==> config.mk <==
export PLATFORM = sky130hd
export DESIGN_NAME = packet_framer_scan
export DESIGN_NICKNAME = d
export VERILOG_FILES = /design/src/rtl/packet_framer_scan.sv
export SDC_FILE = /design/constraint.sdc
export NUM_CORES = 2
export LEC_CHECK = 0
export BUFFER_PORTS_ARGS = -buffer_cell sky130_fd_sc_hd__buf_2
export CORE_AREA = 5 5 599 601
export DETAILED_ROUTE_END_ITERATION = 10
export DIE_AREA = 0 0 604 606
export PLACE_DENSITY = 0.4
export SLEW_MARGIN = 40
export SYNTH_ARGS = -nofsm -noshare
export SYNTH_HDL_FRONTEND = slang
export SYNTH_SLANG_ARGS = --single-unit
==> constraint.sdc <==
create_clock -name clk -period 163.8 [get_ports clk]
set_input_delay 16.38 -clock clk [delete_from_list [all_inputs] [get_ports clk]]
set_output_delay 16.38 -clock clk [all_outputs]
set_load 0.03 [all_outputs]
==> src/rtl/packet_framer_scan.sv <==
// Per-lane framing scanner: classifies each byte of a beat as TLP/DLLP start, end,
// nullified end or error, carrying packet state and length across beats.
module packet_framer_scan #(
  parameter int LANES    = 64,
  parameter int DLLP_LEN = 8
) (
  input  logic                 clk,
  input  logic                 rst,
  input  logic [8*LANES-1:0]   data_in,
  input  logic [LANES-1:0]     DK,
  input  logic                 valid_pd,
  input  logic                 linkup,
  input  logic [2:0]           gen,
  output logic [8*LANES-1:0]   data_out,
  output logic [LANES-1:0]     pl_valid,
  output logic [LANES-1:0]     pl_tlpstart,
  output logic [LANES-1:0]     pl_tlpend,
  output logic [LANES-1:0]     pl_tlpedb,
  output logic [LANES-1:0]     pl_dlpstart,
  output logic [LANES-1:0]     pl_dlpend,
  output logic [LANES-1:0]     pl_err,
  output logic                 pl_beat_valid
);

  localparam logic [1:0] IDLE   = 2'd0;
  localparam logic [1:0] IN_TLP = 2'd1;
  localparam logic [1:0] IN_DLP = 2'd2;

  localparam logic [7:0] K_STP = 8'hFB;
  localparam logic [7:0] K_SDP = 8'h5C;
  localparam logic [7:0] K_END = 8'hFD;
  localparam logic [7:0] K_EDB = 8'hFE;

  localparam logic [7:0] DLLP_LEN8 = 8'(DLLP_LEN);

  logic [1:0] state;
  logic [6:0] len;

  logic [1:0]       st;
  logic [6:0]       ln;
  logic [7:0]       byte_v;
  logic [LANES-1:0] v_c, ts_c, te_c, tb_c, ds_c, de_c, er_c;
  logic             gen_ok;

  assign gen_ok = (gen == 3'd0) || (gen == 3'd1);

  // Stage 0: serial lane walk; each byte sees the state left by the previous lane
  always_comb begin
    st     = state;
    ln     = len;
    byte_v = '0;
    v_c    = '0;
    ts_c   = '0;
    te_c   = '0;
    tb_c   = '0;
    ds_c   = '0;
    de_c   = '0;
    er_c   = '0;
    for (int i = 0; i < LANES; i++) begin
      byte_v = data_in[8*i +: 8];
      if (!DK[i]) begin
        if (st != IDLE) begin
          v_c[i] = 1'b1;
          if (ln != 7'd127) ln = ln + 7'd1;
        end
      end else begin
        case (byte_v)
          K_STP, K_SDP: begin
            if (st != IDLE) er_c[i] = 1'b1;
            v_c[i] = 1'b1;
            if (byte_v == K_STP) begin
              ts_c[i] = 1'b1;
              st      = IN_TLP;
            end else begin
              ds_c[i] = 1'b1;
              st      = IN_DLP;
            end
            ln = 7'd1;
          end
          K_END: begin
            if (st == IN_TLP) begin
              te_c[i] = 1'b1;
              v_c[i]  = 1'b1;
            end else if (st == IN_DLP) begin
              de_c[i] = 1'b1;
              v_c[i]  = 1'b1;
              // length includes the END byte itself, computed wide to avoid wrap
              if (({1'b0, ln} + 8'd1) != DLLP_LEN8) er_c[i] = 1'b1;
            end else begin
              er_c[i] = 1'b1;
            end
            st = IDLE;
          end
          K_EDB: begin
            if (st == IN_TLP) begin
              tb_c[i] = 1'b1;
              v_c[i]  = 1'b1;
            end else begin
              er_c[i] = 1'b1;
            end
            st = IDLE;
          end
          default: begin
            if (st != IDLE) er_c[i] = 1'b1;
            st = IDLE;
          end
        endcase
      end
    end
  end

  // Stage 1: registered masks and scan state
  always_ff @(posedge clk) begin
    if (rst) begin
      data_out      <= '0;
      pl_valid      <= '0;
      pl_tlpstart   <= '0;
      pl_tlpend     <= '0;
      pl_tlpedb     <= '0;
      pl_dlpstart   <= '0;
      pl_dlpend     <= '0;
      pl_err        <= '0;
      pl_beat_valid <= 1'b0;
      state         <= IDLE;
      len           <= '0;
    end else begin
      data_out <= data_in;
      if (linkup && gen_ok && valid_pd) begin
        pl_valid      <= v_c;
        pl_tlpstart   <= ts_c;
        pl_tlpend     <= te_c;
        pl_tlpedb     <= tb_c;
        pl_dlpstart   <= ds_c;
        pl_dlpend     <= de_c;
        pl_err        <= er_c;
        pl_beat_valid <= 1'b1;
        state         <= st;
        len           <= ln;
      end else begin
        pl_valid      <= '0;
        pl_tlpstart   <= '0;
        pl_tlpend     <= '0;
        pl_tlpedb     <= '0;
        pl_dlpstart   <= '0;
        pl_dlpend     <= '0;
        pl_err        <= '0;
        pl_beat_valid <= 1'b0;
        if (!linkup || !gen_ok) begin
          state <= IDLE;
          len   <= '0;
        end
      end
    end
  end

endmodule

# After elaboration in Yosys (flattened, before gate mapping)
# Index checks and enable logic that the tools add are counted.
dict set report totals {
  regBits 970
  input_bits 583
  out_inout_bits 961
  wordCells 3029
}
dict set report op_classes {
  add_sub_neg 128
  eq_ne 513
  muxes 1285
  n_bitwise 257
  n_reduce_logical 457
}
# op n
set ops {}
lappend ops {{7-bit 2-to-1 mux} 258}
lappend ops {{8-bit == test, second input constant} 192}
lappend ops {{4-bit OR reduction} 192}
lappend ops {{1-bit 2-to-1 mux} 705}
lappend ops {{7-bit by 1-bit adder with 8-bit output, second input constant} 64}
lappend ops {{8-bit by 7-bit == test with 1-bit output, second input constant} 64}
lappend ops {{8-bit by 4-bit inequality test with 1-bit output, second input constant} 64}
lappend ops {{7-bit by 1-bit adder with 7-bit output, second input constant} 64}
lappend ops {{7-bit inequality test, second input constant} 64}
lappend ops {{2-bit 2-to-1 mux} 194}
lappend ops {{5-bit OR reduction} 64}
lappend ops {{1-bit inverter} 257}
lappend ops {{1-bit one-hot mux with 3 select lines} 64}
lappend ops {{3-bit OR reduction} 64}
lappend ops {{2-bit nonzero test} 65}
lappend ops {{2-bit OR reduction} 65}
lappend ops {{2-bit by 1-bit == test with 1-bit output, second input constant} 64}
lappend ops {{2-bit == test, second input constant} 64}
lappend ops {{1-bit one-hot mux with 2 select lines} 64}
lappend ops {{3-bit by 1-bit == test with 1-bit output, second input constant} 1}
lappend ops {{3-bit zero test} 1}
lappend ops {{1-bit logical AND} 2}
lappend ops {{1-bit zero test} 2}
lappend ops {{1-bit logical OR} 2}

# Depth between registers and ports, before layout
dict set report logic_depth {
  depth_word 258
  depth_mapped 403
  mapped_depth_nobuf 391
}

# Worst setup path after synthesis
# OpenSTA, ideal clock, no wires.
dict set report synth_path {
  path_kind {input-to-reg}
  start {input port data_in[1]}
  end {register len[0]}
  setup_ps 87
  arrival_ps 98272
  required_ps 163713
  path_slack_ps 65441
  path_stages 376
  n_path_buf 10
  path_cell_list {or4_1 -> or3_1 -> buf_4 -> nand3_1 -> a31oi_1 -> inv_1 -> ha_1 -> inv_1 -> a311oi_1 -> nand4_1 -> nor4_1 -> nor2_1 -> o22ai_1 -> ha_1 -> o21ai_0 -> a211o_2 -> and2_2 -> o21a_2 -> (+340 left out) -> and2_1 -> a21oi_1 -> xnor2_1 -> o21ai_0 -> inv_1 -> ha_1 -> o211ai_1 -> a2111oi_2 -> a31o_2 -> xor2_1 -> o21ai_0 -> inv_1 -> ha_1 -> inv_1 -> or4_4 -> or3_4 -> and3_1 -> o31ai_1}
}
dict set report synth_via {
  elab_chain_len 257
  elab_cells_between_ends 512
  cone_classes {63 x add/sub; 65 x eq/ne; 320 x mux; 64 x reduce/logical}
}
# item line_no
set synth_lines {}
lappend synth_lines {{from (decl)} 9} ;# input logic [8*LANES-1:0] data_in,
lappend synth_lines {{8-bit == test or 8-bit by 7-bit == test with 1-bit output (tied branches)} {67, 71}}
lappend synth_lines {{2-bit OR reduction} 67} ;# case (byte_v)
lappend synth_lines {{7-bit 2-to-1 mux} 67}
lappend synth_lines {{7-bit 2-to-1 mux} 61} ;# if (!DK[i]) begin
lappend synth_lines {{7-bit by 1-bit adder with 7-bit output or 7-bit inequality test (tied branches)} 64} ;# if (ln != 7'd127) ln = ln + 7'd1;
lappend synth_lines {{7-bit 2-to-1 mux} 64}
lappend synth_lines {{7-bit 2-to-1 mux} 62} ;# if (st != IDLE) begin
lappend synth_lines {{7-bit 2-to-1 mux} 61}
lappend synth_lines {{(+241 left out)} -}
lappend synth_lines {{7-bit 2-to-1 mux} 64}
lappend synth_lines {{7-bit 2-to-1 mux} 62}
lappend synth_lines {{7-bit 2-to-1 mux} 61}
lappend synth_lines {{7-bit by 1-bit adder with 7-bit output or 7-bit inequality test (tied branches)} 64}
lappend synth_lines {{7-bit 2-to-1 mux} 64}
lappend synth_lines {{7-bit 2-to-1 mux} 62}
lappend synth_lines {{7-bit 2-to-1 mux *} 61}
lappend synth_lines {{7-bit 2-to-1 mux *} 128} ;# if (linkup && gen_ok && valid_pd) begin
lappend synth_lines {{to (signal assigned)} 138} ;# len <= ln;
lappend synth_lines {{to (decl)} 37} ;# logic [6:0] len;
# Every way passes the cells marked *; elsewhere a longest branch is shown, timed or not.
# A chain may end at the register's enable or synchronous reset.

# Worst setup path in the final report
dict set report layout_path {
  start {input port data_in[5]}
  end {register len[0]}
}
# The elaborated chain is that of the path after synthesis.

==> flow_metrics.tcl <==
set metrics [dict create \
    synth.top_cells.by_area "dfxtp_1, ha_1, nor2b_1" \
    core.rowCount 218 \
    io_pins 1544 \
    grt.busiest_layer "met2" \
    worst-setup-path-type "in2reg" \
    fmax_ghz 0.00849 \
    ys_top_cells_by_count "dfxtp_1, nand2_1, nor2_1, nor2b_1, inv_1" \
    io_buffers 1542 \
    synth_top_family_by_area "simple AND/OR/NAND/NOR gates" \
    synth_area_per_cell_sq_um 8.49 \
    crit_arrival_ns 118.50 \
    rsz0062_at_grt "no" \
    dpl.hpwl_um 296000 \
    die_width_um 604 \
    fill_cells 38800 \
    gr-total-overflow 0 \
    grt_first_pass_wirelength_um 488000 \
    slew_violations 0 \
    post-route-period-util_pct 71.9 \
    path_clk_slew_ns 0.05 \
    drt-total-wl_um 352000 \
    drc_errors 0 \
    place_congestion 0.929 \
    syn_nets 8623 \
    netlist_area_sq_um 65600 \
    grtUsageMet1_pct 24.3 \
    synth_fa_ha_area_share_pct 6.11 \
    cts_setup_buffers 0 \
    cts_buffer_depth 4 \
    synth_edf_count 0 \
    crit_path_frequent_cell "ha_1" \
    start_kind "input port" \
    cts_tree "yes" \
    cp_data_required_time_ns 164.51 \
    synth_compound_area_share_pct 22.3 \
    yosysMostFrequentCell "dfxtp_1" \
    cts.sinks 970 \
    antenna_left 0 \
    fin_crit_ns 117.79 \
    ys_seq_area_share_pct 29.6 \
    slowest_delay_ns 0.85 \
    fin_skew_ns 0.0486 \
    grt_pass1_vias 64800 \
    synth_top_area_cell "dfxtp_1" \
    synth_warnings 0 \
    cts_buffers 138 \
    netlist_instances 7720 \
    synthMuxAreaShare_pct 3.24 \
    clockRootBuffer "clkbuf_16" \
    core_area_sq_um 352000 \
    grt_usage_pct 18.0 \
    route.vias.total 67200 \
    avgViaCountPerCell 4.78 \
    hold_viol_final 0 \
    power_leakage_nw 33.3 \
    synth.distinct_cells 214 \
    clock_latency_ns 0.84 \
    gr-usage-met3_pct 3.10 \
    worst_hold_path_type "reg2reg" \
    synth_xor_area_share_pct 0.412 \
    antenna_found_initial 105 \
    htree_levels 4 \
    post-route-util_pct 23.5 \
    met2_usage_pct 29.2 \
    fin_nets 10100 \
    finalSetupViolCount 0 \
    status "finished clean" \
    p_per_area_nw_per_um2 9.23 \
    crit_path_end_kind "register" \
    drive_gt1_share_pct 30.4 \
    synth.top_cell.area_share_pct 29.6 \
    die_y_um 606 \
    cp_max_fo 11 \
    drtIter0Drc 5408 \
    cts.repair.resized 0 \
    holdBufCountCts 0 \
    finalSetupTns_ns 0 \
    grt_max_degree 85 \
    yosys_most_used_dff "dfxtp_1" \
    ys_ff_latch 970 \
    start_util_pct 18.6 \
    synthArstFlopShare_pct 0 \
    tightest_slew_ns 0.945 \
    wl_per_cell_um 25.0 \
    syn_to_final_growth_pct 26.1 \
    cp_slowest_cell "or4_1" \
    maxCapViolations 0 \
    dieArea_sq_um 366000 \
    synthSimpleGateAreaFrac_pct 33.7 \
    drt_first_pass_iters 8 \
    maxSlewHeadroom_pct 36.7 \
    vdd_drop_max_mv 0.0103 \
]
layout by cell type, fill, tap and decap left out, types with 33 or more instances in the layout:
cell type     n
o211ai_1     57
and2b_2      35
buf_2      1541
dfxtp_1     970
o21ai_0     286
nand3_1     283
nand2b_1    105
or2_2        64
nor2_1      656
a21oi_1     252
and3_2       51
nand4_1     201
buf_4        33
and4_1       57
clkbuf_16   140
ha_1        320
o31ai_1      43
and2_1       49
diode_2      33
mux2_2       50
nor3_2       39
a31oi_1      77
nor2b_1     606
mux2i_1     102
nor4_1      127
o21ai_1      48
and2_2       65
or3_1        36
nor3_1      297
inv_1       321
nand2_1     676
a211oi_1     55
and3_1       96
final cells by class:
cell class	instances	area (sq um)	share of cell area, %
Antenna cell	33	82.6	0.0999
Clock buffer	179	3830	4.63
Clock inverter	55	713	0.863
Inverter	339	1290	1.56
Multi-Input combinational cell	6179	43400	52.5
Sequential cell	970	19400	23.5
Tap cell	4730	5920	7.16
Timing Repair Buffer	1576	7990	9.66
report_power, final:
part | switching, mW | total, mW | leakage (nW) | internal, mW
Clock | 0.127 | 0.312 | 2.19 | 0.185
Sequential | 0.00235 | 0.245 | 7.96 | 0.243
Combinational | 0.139 | 0.206 | 23.2 | 0.0671
Total | 0.268 | 0.763 | 33.3 | 0.495
state kept, by name, indices dropped and copies added, names as in the netlist:
| register | cells |
|---|---|
| pl_tlpedb | 64 |
| pl_beat_valid | 1 |
| pl_err | 64 |
| pl_dlpstart | 64 |
| pl_dlpend | 64 |
| state | 2 |
| len | 7 |
| pl_tlpstart | 64 |
| pl_valid | 64 |
| pl_tlpend | 64 |
| data_out | 512 |
metrics by stage:
stage	total power [mW]	hold slack, ns	area, sq um	std cells	setup WS (ns)
global route	0.803	0.503	82600	14000	38.15
detailed placement	0.454	0.487	77900	13800	46.27
global placement	0.453	0.484	77800	13800	45.62
floorplan	0.391	0.450	65600	7720	65.44
CTS	0.776	0.492	82500	14000	46.71
finish	0.763	0.488	82700	14100	46.01
path summary, 6_finish.rpt:
check / from / end / slack, ns / depth (start not counted)
max: data_in[5] / len[0]$_SDFFE_PP0P_ / 46.01 / 373
max reg2reg: state[1]$_SDFFE_PP0P_ / len[0]$_SDFFE_PP0P_ / 62.06 / 373
min: state[0]$_SDFFE_PP0P_ / state[0]$_SDFFE_PP0P_ / 0.49 / 2
min reg2reg: state[0]$_SDFFE_PP0P_ / state[0]$_SDFFE_PP0P_ / 0.49 / 2
per-layer routing:
layer  vias to the layer above  part of all wire (%)  wire length (um)
met2                      2389                    45            160000
met1                     32700                    45            158000
li1                      31600                     -                 -
met4                        12                   3.4             11900
met5                         -                 0.021                75
met3                       415                   6.1             21600
logic make-up (layout without fill, tap and decap cells):
| logic type | after synthesis | after routing |
|---|---|---|
| buffers and inverters | 571 | 2149 |
| adders and majority gates | 320 | 320 |
| and+or+nand+nor | 3881 | 3881 |
| xor gates and xnor gates | 30 | 30 |
| AOI/OAI and AO/OA | 1758 | 1758 |
| other | 0 | 33 |
| DFF | 970 | 970 |
| muxes | 190 | 190 |
critical path, delay by kind of cell:
kind / cells / cell delay, ns
adders and majority gates: 63 / 18.50
xor gates and xnor gates: 9 / 1.74
AOI/OAI and AO/OA: 112 / 33.08
buffers and inverters: 42 / 6.33
muxes: 24 / 10.95
and+or+nand+nor: 123 / 31.34
Power figures use the tool's default switching activity.
